<file path="src/rtl/gcd_engine.sv">
// gcd_engine: serial-entry GCD coprocessor, one subtraction per clock.
// Optional GCD_STEP_COUNT_EN adds a saturating Steps output counting RUN subtractions.
module gcd_engine #(
  parameter int WIDTH = 8
) (
  input  logic             Clock,
  input  logic             Reset,
  input  logic             Enter,
  input  logic [WIDTH-1:0] Input,
  output logic [WIDTH-1:0] Output,
  output logic             Halt,
  output logic             Busy,
  output logic             Err,
`ifdef GCD_STEP_COUNT_EN
  output logic [WIDTH-1:0] Steps,
`endif
  output logic [2:0]       state
);
  typedef enum logic [2:0] {IDLE = 3'd0, LOADY = 3'd1, RUN = 3'd2, DONE = 3'd3} state_t;
  state_t state_q, state_d;
  logic [WIDTH-1:0] x_q, x_d, y_q, y_d, out_q, out_d;
  logic err_q, err_d, enter_q, rise;
  assign rise = Enter & ~enter_q;
  always_ff @(posedge Clock) begin
    if (!Reset) begin
      state_q <= IDLE;
      x_q     <= '0;
      y_q     <= '0;
      out_q   <= '0;
      err_q   <= 1'b0;
      enter_q <= 1'b0;
    end else begin
      state_q <= state_d;
      x_q     <= x_d;
      y_q     <= y_d;
      out_q   <= out_d;
      err_q   <= err_d;
      enter_q <= Enter;
    end
  end
  always_comb begin
    state_d = state_q;
    x_d     = x_q;
    y_d     = y_q;
    out_d   = out_q;
    err_d   = err_q;
    case (state_q)
      IDLE:  if (rise) begin
        x_d     = Input;
        state_d = LOADY;
      end
      LOADY: if (rise) begin
        y_d     = Input;
        state_d = RUN;
      end
      RUN: begin
        // Equal operands (including both zero) finish first; a zero operand yields the other.
        if (x_q == y_q) begin
          out_d   = x_q;
          err_d   = (x_q == '0);
          state_d = DONE;
        end else if (x_q == '0 || y_q == '0) begin
          out_d   = (x_q == '0) ? y_q : x_q;
          err_d   = 1'b0;
          state_d = DONE;
        end else if (x_q > y_q) x_d = x_q - y_q;
        else y_d = y_q - x_q;
      end
      DONE:  if (rise) begin
        x_d     = Input;
        err_d   = 1'b0;
        state_d = LOADY;
      end
      default: state_d = IDLE;
    endcase
  end
  assign Output = out_q;
  assign Halt   = (state_q == DONE);
  assign Busy   = (state_q == RUN);
  assign Err    = err_q;
  assign state  = state_q;
`ifdef GCD_STEP_COUNT_EN
  logic [WIDTH-1:0] steps_q, steps_d;
  logic sub;
  assign sub = (state_q == RUN) && (x_q != y_q) && (x_q != '0) && (y_q != '0);
  always_comb steps_d = (state_q == LOADY && rise) ? '0 : (sub && ~&steps_q) ? steps_q + 1'b1 : steps_q;
  always_ff @(posedge Clock) steps_q <= !Reset ? '0 : steps_d;
  assign Steps = steps_q;
`endif
endmodule
</file>
<file path="config.mk">
export PLATFORM = sky130hd
export DESIGN_NAME = gcd_engine
export DESIGN_NICKNAME = d
export VERILOG_FILES = /design/src/rtl/gcd_engine.sv
export SDC_FILE = /design/constraint.sdc
export NUM_CORES = 1
export LEC_CHECK = 0
export ABC_AREA = 1
export CORE_MARGIN = 2
export CORE_UTILIZATION = 45
export CTS_CLUSTER_DIAMETER = 120
export DETAILED_ROUTE_END_ITERATION = 8
export GPL_TIMING_DRIVEN = 0
export PLACE_DENSITY_LB_ADDON = 0.3
export RECOVER_POWER = 100
export SKIP_CTS_REPAIR_TIMING = 1
export SLEW_MARGIN = 20
export SYNTH_ARGS = -nofsm -noshare
export SYNTH_HDL_FRONTEND = slang
export SYNTH_SLANG_ARGS = --single-unit
</file>
<file path="constraint.sdc">
create_clock -name Clock -period 2.2 [get_ports Clock]
set_input_delay 0.22 -clock Clock [delete_from_list [all_inputs] [get_ports Clock]]
set_output_delay 0.22 -clock Clock [all_outputs]
set_load 0.01 [all_outputs]
</file>
==> results.md, run 1 <==
- Outcome: finished, final reports clean
- Total core area: between 4000 and 5000 um2
- Final Util: between 50% and 60%
- Worst setup EP type: flip-flop
- Largest net degree at the start of global routing: 17
- I/O pin cnt: 25
- Mapped Area: about 2200 um2
- Placed Area: 2520 um2
- Tmin final: roughly 2.0 ns
- Placed Cells: between 400 and 500
- Wire per inst: around 12 um
- Buf+Inv Stages, Crit Path: 1
- Post-Syn Area per Cell: between 6 and 7 um2
- Top-area cell type share of the netlist area: between 20% and 30%
- CP Launch Type: flip-flop
- Clk root buf: clkbuf_8
- Sequential element share of the synthesized area: roughly a quarter
- Mapped Cells: 364
- Vias in the first global route: ~2.0k
- Yosys warns: 0
- Most common cell after layout, fill and taps aside: nand2_1
- Clk pwr share: around a tenth
- Switching power: around 2.1 mW
- Area grow syn2layout: 18.8%
- CTS clk-pin slew, worst paths: 0.10 ns
- CTS tree: yes
- Syn_nets: roughly 400
- Global-route wire length before repair: between 9 and 10 mm
- Maximum VDD drop: about 0.7 mV
- Comb pwr share: 71.1%
- Final cell count without fillers: ~460
- TritonCTS buffer count: 3
- Slowest cell delay on critical path: 0.44 ns
- Final ANT Viol Nets: 0
- DP HPWL: 4.34 mm
- CTS sink count: 28
- Antenna cell count: 0
- Setup tns final: 0 ns
- RSZ-0062 raised after global routing: no
- Routed WL: between 5 and 6 mm
- GP Congestion: 0.910
- Nets@finish: ~420
- FMAX: 492 MHz
- WHS: roughly 0.29 ns
- Detailed Route Iter0 Violations: between 100 and 150
- Fin crit share: 92.5%
- Final Hold Vio Count: 0
- Grt ovf: 0
- GRT Total Usage: roughly 22%
- Power Internal: 2.04 mW
- Setup Skew: around 0.0050 ns
- Area leader, netlist: dfxtp_1
- Commonest non-fill, non-tap cells in the layout: nand2_1, nor2_1, inv_1, dfxtp_1, o21ai_0
- Worst path slowest cell: fa_1
- Critical Path Most Common Cell: nand2_1
- CP arrival: approximately 2.2 ns
- Max-slew headroom: 60.4%
- Maximum root-to-sink buffer count: 2
- Via density: ~4.8
- Share of post-route cells with drive strength above 1: 8.16%
- Row count: 25
- Die area: between 5000 and 6000 um2
- Power Density: about 1600 nW/um2
- Chip Height: roughly 74 um
- Critical path class: flip-flop to flip-flop
- Switch share: 51.1%
- HP Class: input pin to flip-flop
- R2r setup slk: ~0.17 ns
- Flop pwr share: 18.8%
- Setup-failing EPs final: 0
- Port bufs: 22
- Initial core utilization: a little under half
- Leak Pwr: approximately 1.4 nW
- Maxcap violations: 0
- Via Count: approximately 2.2k
- Initial DRT Pass Iterations: 4
- Finished layout cell area: 2630 um2
- Cells along the critical path: inv_1 > ha_1 > fa_1 > o21ai_1 > nand2_1 > nand2_1 > nand2_1 > nand3_1 > nand2_1 > nor2_1 > nor2_1
- DR DRC count: 0
- Chip width: around 74 um
- Top Family by Delay on Critical Path: adder cells
- Worst skew pair latency: 0.28 ns
- H-tree Lvls: 1
- Antenna violations before repair: 0
- Critical Path RT: 2.39 ns
- Worst Max-Slew Pin Slew: 0.594 ns
- CP max FO: 3
- Top post-synthesis cells by area: dfxtp_1, nand2_1, nor2_1
- Final slew viol count: 0
- Seq cells post-synth: 28
- Post-synth cell types: 29
[metal layers]
layer,global-route usage [%],up-vias,wire length [um]
met1,29.8,979,2630
met4,5.45,0,51
met5,0,-,0
met2,38.3,49,2640
li1,-,1165,-
met3,1.76,5,271
[logic make-up (layout without fill, tap and decap cells)]
group / Yosys count / count (layout) / synth area share (%)
muxes: 2 / 2 / 0.903
and+or+nand+nor: 209 / 209 / 39.0
DFF: 28 / 28 / 25.3
buffers and inverters: 61 / 89 / 11.7
AOI/OAI and AO/OA: 38 / 38 / 8.98
adders and majority gates: 20 / 20 / 12.0
other: 1 / 1 / 0.169
xor gates and xnor gates: 5 / 5 / 1.98
[worst min-delay path, cell delays in order]
cell and delay, ns:
clkbuf_1 0.17, o21ai_0 0.11, nor2_1 0.04
[synth_stat cells]
master	number
nor2_2	1
o21bai_1	1
buf_6	2
and2_1	1
a31oi_1	1
fa_1	2
xnor2_1	2
dfxtp_1	28
nand3_4	1
nand3_2	1
nand2_2	5
o21ai_0	25
a21oi_1	9
inv_1	48
conb_1	1
or2_2	2
mux2i_1	2
nand4_1	2
nor2_4	1
clkbuf_1	6
xor2_1	3
buf_2	1
nor2_1	62
or2_0	1
nand3_1	17
ha_1	18
o21a_1	2
nand2_1	115
buf_4	4
[stage by stage]
stage	setup slack (ns)	power, mW
floorplan	0.332	2.91
global placement	0.0522	3.58
detailed placement	0.0293	3.63
CTS	0.00416	4.07
global route	0.00373	4.61
finish	0.166	4.17
[sequential cells by signal, indices dropped and copies added (netlist names)]
| name | count |
|---|---|
| enter_q | 1 |
| Err | 1 |
| x_q | 8 |
| y_q | 8 |
| Output | 8 |
| state | 2 |
[final timing paths]
| check | cells after the start | startpoint | to |
|---|---|---|---|
| setup / recovery | 11 | y_q[0] | y_q[6] |
| hold / removal | 3 | Reset | Output[6] |
| setup reg to reg | 11 | y_q[0] | y_q[6] |
| hold reg to reg | 2 | y_q[7] | y_q[7] |
[final cells by class]
cell class / count / area, um2
multi-input cells: 275 / 1420
plain buffers: 13 / 83.8
clock inverters: 1 / 30.0
fillers: 476 / 2090
clock buffers: 3 / 41.3
inverters: 48 / 180
well taps: 67 / 83.8
flip-flops and latches: 28 / 562
repair buffers: 24 / 233
[power by group through the flow]
stage,clock network (mW),registers [mW],logic (mW)
after floorplan,0,0.807,2.10
after global placement,0,0.787,2.80
after detailed placement,0,0.797,2.84
after CTS,0.425,0.786,2.86
after global routing,0.443,0.805,3.37
final,0.421,0.783,2.96
Note: power is estimated with default switching activity, not from simulation.
==> inputs of run 2 (changes only) <==
--- a/config.mk
+++ b/config.mk
@@ -7,8 +7,8 @@
 export LEC_CHECK = 0
 export ABC_AREA = 1
 export CORE_MARGIN = 2
-export CORE_UTILIZATION = 45
-export CTS_CLUSTER_DIAMETER = 120
+export CORE_UTILIZATION = 30
+export CTS_CLUSTER_DIAMETER = 100
 export DETAILED_ROUTE_END_ITERATION = 8
 export GPL_TIMING_DRIVEN = 0
 export PLACE_DENSITY_LB_ADDON = 0.3
==> run 2 against run 1 <==
  * Via count decreased by 0.18%
  * First-iteration DRC count increased by 1.4%
  * Flip-flop and latch count unchanged
  * Global-route usage decreased by 6.7 points
  * Power increased by 4.0%
  * Sequential power increased by 1%
  * Hold slack improved by 0.012 ns
  * Highest routed layer unchanged
  * Clock power about the same
  * Routed wire length increased by 9.2%
  * Final cell count increased by 7.0%
  * Non-clock buffer count unchanged
  * Largest power group unchanged
==> results.md, run 2 (synthesis results as in run 1) <==
- Setup tns final: 0 ns (unchanged)
- HP Class: input pin to flip-flop
- CTS sink count: 28 (unchanged)
- Nets@finish: 424 (unchanged)
- CP max FO: 10 (+7)
- Worst r2r src: x_q[2]
- Setup-failing EPs final: 0 (unchanged)
- Initial DRT Pass Iterations: 4 (unchanged)
- CTS clk-pin slew, worst paths: 0.10 ns (about the same)
- Chip width: 89.9 um (+21%)
- Largest net degree at the start of global routing: 17 (unchanged)
- Leak Pwr: 1.44 nW (+0.93%)
- Fin crit share: 94.7% (+2.2 points)
- Placed Area: 2560 um2 (+1.6%)
- Vias in the first global route: 2108 (+4.6%)
- Port bufs: 22 (unchanged)
- TritonCTS buffer count: 3 (unchanged)
- Initial core utilization: 30.7% (-16 points)
- I/O pin cnt: 25 (unchanged)
- Hold path depth: 3 (unchanged)
- Worst Max-Slew Pin Slew: 0.625 ns (+0.0313 ns)
- Share of post-route cells with drive strength above 1: 9.69% (+1.5 points)
- Maxcap violations: 0 (unchanged)
- Maximum root-to-sink buffer count: 2 (unchanged)
- CP Launch Type: flip-flop
- Maximum VDD drop: 0.564 mV (-20%)
- Dpl ws: 0.0423 ns (+0.0131 ns)
- Total power: 4.33 mW (+4.0%)
- Via density: 4.47 (-6.7%)
- Power Density: 1590 nW/um2 (+0.51%)
- Grt ovf: 0 (unchanged)
- Die area: 8090 um2 (+47%)
- Wire per inst: 12.4 um (+2.1%)
- Worst setup EP type: flip-flop
- Max-slew headroom: 58.3% (-2.1 points)
- DR DRC count: 0 (unchanged)
- Commonest non-fill, non-tap cells in the layout: nand2_1, nor2_1, inv_1, dfxtp_1, o21ai_0
- Detailed Route Iter0 Violations: 149 (+1.4%)
- R2r setup slk: 0.12 ns (-0.05 ns)
- Crit. Startpoint: x_q[2]
- Finished layout cell area: 2720 um2 (+3.5%)
- Global-route wire length before repair: 10.1 mm (+9.0%)
- Setup crit end: x_q[6]
- CTS tree: yes
- Clk root buf: clkbuf_8
- Final Hold Vio Count: 0 (unchanged)
- Final slew viol count: 0 (unchanged)
- Row count: 31 (+24%)
- Setup Skew: 0.00635 ns (+0.00132 ns)
- CP arrival: 2.27 ns (+0.05 ns)
- Tmin final: 2.08 ns (+0.0486 ns)
- Total core area: 7210 um2 (+53%)
- Worst skew pair latency: 0.29 ns (about the same)
- GP Congestion: 0.882 (-3.0%)
- R2R Path End: x_q[6]
- GRT Total Usage: 15.4% (-6.7 points)
- Via Count: 2194 (-0.18%)
- Critical path class: flip-flop to flip-flop
- Routed WL: 6.11 mm (+9.2%)
- Final setup margin: 0.117 ns (-0.0486 ns)
- Critical Path RT: 2.39 ns (about the same)
- Final Util: 37.8% (-18 points)
- FMAX: 480 MHz (-2.3%)
- Outcome: finished, final reports clean
- DP HPWL: 4.57 mm (+5.3%)
- Final ANT Viol Nets: 0 (unchanged)
- Area grow syn2layout: 22.9%
- Antenna cell count: 0 (unchanged)
- Most common cell after layout, fill and taps aside: nand2_1
- H-tree Lvls: 1 (unchanged)
- Chip Height: 89.9 um (+21%)
- Reg2Reg Depth: 13 (+2)
- Antenna violations before repair: 0 (unchanged)
## run 2: cell count changes in the layout (fill, tap and decap cells not counted), moves of 2 or more
cell and delta:
dfxtp_2 +2, inv_1 -2, inv_2 +2, dfxtp_1 -2, ha_4 +2
## run 2: critical path: stages (launching register included)
cell and delay (ns):
dfxtp_1 0.35, inv_1 0.08, ha_1 0.29, buf_4 0.17
nand2_1 0.10, nor2_2 0.05, nand2_2 0.11, nand3_2 0.10
nand2_2 0.08, buf_6 0.14, nand3_4 0.15, clkbuf_16 0.21
nor2_1 0.11, nor2_1 0.05
## run 2: layout make-up
type,count,area (um2)
Inverter,48,180
Clock buffer,3,41.3
Clock inverter,1,30.0
Fill cell,796,4490
Tap cell,99,124
Sequential cell,28,564
Multi-Input combinational cell,275,1440
Buffer,13,87.6
Timing Repair Buffer,24,253
## run 2: report_power, final
| group | internal [mW] | leakage, nW | switching [mW] |
|---|---|---|---|
| combinational | 1.22 | 1.18 | 1.90 |
| clock | 0.244 | 0.0357 | 0.178 |
| sequential | 0.681 | 0.231 | 0.114 |
## run 2: worst min path at each step
stage	end	startpoint	slack, ns
2_1_floorplan	enter_q	Enter	0.31
3_3_place_gp	y_q[7]	y_q[7]	0.47
3_5_place_dp	Err	Err	0.49
4_1_cts	Output[4]	Reset	0.30
5_1_grt	Output[2]	Reset	0.35
6_report	Output[4]	Reset	0.31
## run 2: layer usage
layer	vias up	GRT usage [%]	routed length, um	share of wire, %
met5	-	0	0	0
met4	0	3.72	64	1.0
met3	7	1.59	182	3.0
met2	29	26.4	2880	47
met1	987	21.0	2980	49
li1	1171	-	-	-
## run 2: through the flow
step	instances	hold WS, ns
2_1_floorplan	364	0.313
3_3_place_gp	485	0.469
4_1_cts	489	0.301
6_report	491	0.305
5_1_grt	491	0.346
3_5_place_dp	485	0.486
==> inputs of run 3 (changes only) <==
--- a/config.mk
+++ b/config.mk
@@ -10,7 +10,6 @@
 export CORE_UTILIZATION = 30
 export CTS_CLUSTER_DIAMETER = 100
 export DETAILED_ROUTE_END_ITERATION = 8
-export GPL_TIMING_DRIVEN = 0
 export PLACE_DENSITY_LB_ADDON = 0.3
 export RECOVER_POWER = 100
 export SKIP_CTS_REPAIR_TIMING = 1
==> run 3 against run 2 <==
  * Final cell count up 0.61%
  * Core utilization is essentially flat
  * Cell area barely moved
  * Worst setup slack improved by 0.014 ns
  * Maximum frequency grew 0.67%
  * Via count rose by 1.5%
==> results.md, run 3 (synthesis results as in run 1) <==
- Setup tns final: 0 ns (unchanged)
- Max-slew headroom: 13.5% (-45 points)
- Commonest non-fill, non-tap cells in the layout: nand2_1, nor2_1, inv_1, dfxtp_1, o21ai_0
- Worst path slowest cell: clkdlybuf4s50_1
- Most common cell after layout, fill and taps aside: nand2_1
- TritonCTS buffer count: 3 (unchanged)
- Detailed Route Iter0 Violations: 140 (-6.0%)
- Cells along the critical path: ha_1 > clkdlybuf4s50_1
- Global-route wire length before repair: 10.0 mm (-1.1%)
- Antenna cell count: 0 (unchanged)
- H-tree Lvls: 1 (unchanged)
- Share of post-route cells with drive strength above 1: 8.61% (-1.1 points)
- Chip Height: 89.9 um (unchanged)
- Final ANT Viol Nets: 0 (unchanged)
- Slowest cell delay on critical path: 0.65 ns (+0.30 ns)
- Final Util: 37.7% (about the same)
- DP HPWL: 4.51 mm (-1.4%)
- Placed Area: 2600 um2 (+1.6%)
- RSZ-0062 raised after global routing: no
- Area grow syn2layout: 22.8% (about the same)
- Setup Skew: 0.00259 ns (-0.00376 ns)
- Setup-failing EPs final: 0 (unchanged)
- Worst setup EP type: output pin
- Clk root buf: clkbuf_8
- Setup crit end: Busy
- Leak Pwr: 1.47 nW (+1.9%)
- R2r setup slk: 0.18 ns (+0.06 ns)
- Outcome: finished, final reports clean
- Via Count: 2228 (+1.5%)
- Total core area: 7210 um2 (unchanged)
- Largest net degree at the start of global routing: 29 (+12)
- Reg2Reg Depth: 13 (unchanged)
- Critical path class: flip-flop to output pin
- Chip width: 89.9 um (unchanged)
- Maximum root-to-sink buffer count: 2 (unchanged)
- Worst skew pair latency: 0.28 ns (about the same)
- CP Launch Type: flip-flop
- Initial DRT Pass Iterations: 4 (unchanged)
- HP Class: input pin to flip-flop
- Maxcap violations: 0 (unchanged)
- Register Area: 563 um2 (-0.22%)
- CP arrival: 1.85 ns (-0.42 ns)
- Die area: 8090 um2 (unchanged)
- WHS: 0.472 ns (+0.167 ns)
- Total power: 4.28 mW (-1.3%)
- GRT Total Usage: 14.9% (-0.49 points)
- Initial core utilization: 30.7% (unchanged)
- Fillers: 813 (+2.1%)
- CP max FO: 10 (unchanged)
- Critical Path RT: 1.98 ns (-0.41 ns)
- Worst r2r src: x_q[1]
- Tmin final: 2.07 ns (-0.0138 ns)
- Buf+Inv Stages, Crit Path: 1 (-3)
- Port bufs: 23 (+4.5%)
- GP Congestion: 0.911 (+3.3%)
- Top Family by Delay on Critical Path: buffers and inverters
- Antenna violations before repair: 0 (unchanged)
- Crit. Startpoint: state[1]
- R2R Path End: y_q[7]
- Via density: 4.51 (+0.93%)
- Final Hold Vio Count: 0 (unchanged)
- Power Density: 1570 nW/um2 (-1.2%)
- Wire per inst: 12.1 um (-3.0%)
- I/O pin cnt: 25 (unchanged)
- Fin crit share: 94.1% (-0.63 points)
- CTS clk-pin slew, worst paths: 0.10 ns (about the same)
- CTS tree: yes
- FMAX: 483 MHz (+0.67%)
- Final slew viol count: 0 (unchanged)
- Multi-input gate area: 1430 um2 (-1.1%)
- CTS sink count: 28 (unchanged)
- Nets@finish: 427 (+0.71%)
- Routed WL: 5.96 mm (-2.4%)
- Worst path depth: 2 (-11)
- Row count: 31 (unchanged)
- Vias in the first global route: 2167 (+2.8%)
- Grt ovf: 0 (unchanged)
- DR DRC count: 0 (unchanged)
- Maximum VDD drop: 0.547 mV (-3.1%)
- Worst Max-Slew Pin Slew: 1.30 ns (+0.672 ns)
- Finished layout cell area: 2720 um2 (about the same)
run 3: cell count changes in the layout (fill, tap and decap cells not counted), sizes merged:
cell	delta
clkbuf	-5
buf	+6
nand3	+1
clkdlybuf4s50	+2
dlygate4sd3	-1
run 3: worst min path at each step:
stage | from | to | slack (ns) | cells past startpoint
after floorplan | Enter | enter_q | 0.31 | 2
after global placement | y_q[7] | y_q[7] | 0.47 | 2
after detailed placement | y_q[7] | y_q[7] | 0.48 | 2
after CTS | Enter | enter_q | 0.47 | 3
after global routing | Enter | enter_q | 0.51 | 3
final | Enter | enter_q | 0.47 | 3
run 3: metrics by stage:
stage | instances | setup slack, ns
2_1_floorplan | 364 | 0.332
3_3_place_gp | 486 | 0.108
3_5_place_dp | 486 | 0.0839
4_1_cts | 490 | 0.0586
5_1_grt | 494 | 0.00809
6_report | 494 | 0.131
run 3: area by class of cell:
| class | count | area share [%] |
|---|---|---|
| inverters | 48 | 6.62 |
| clock inverters | 1 | 1.10 |
| multi-input cells | 276 | 52.5 |
| clock buffers | 3 | 1.52 |
| well taps | 99 | 4.55 |
| repair buffers | 39 | 13.1 |
| flip-flops and latches | 28 | 20.7 |
run 3: routing by layer:
metal | vias to the layer above | global-route usage, % | share of wire [%]
met2 | 39 | 26.6 | 47
met3 | 8 | 1.34 | 2.2
li1 | 1175 | - | -
met4 | 0 | 2.95 | 1.3
met5 | - | 0 | 0
met1 | 1006 | 19.8 | 49
run 3: report_power, final:
group	total (mW)	leakage [nW]	switching (mW)	internal, mW
sequential	0.787	0.231	0.108	0.679
combinational	3.07	1.20	1.88	1.19
clock	0.421	0.0357	0.177	0.244
run 3: worst register-to-register path, delay by kind of cell, from the launching register on:
family | cells | cell delay [ns]
and+or+nand+nor | 10 | 0.93
DFF | 1 | 0.37
adders and majority gates | 1 | 0.33
buffers and inverters | 2 | 0.29
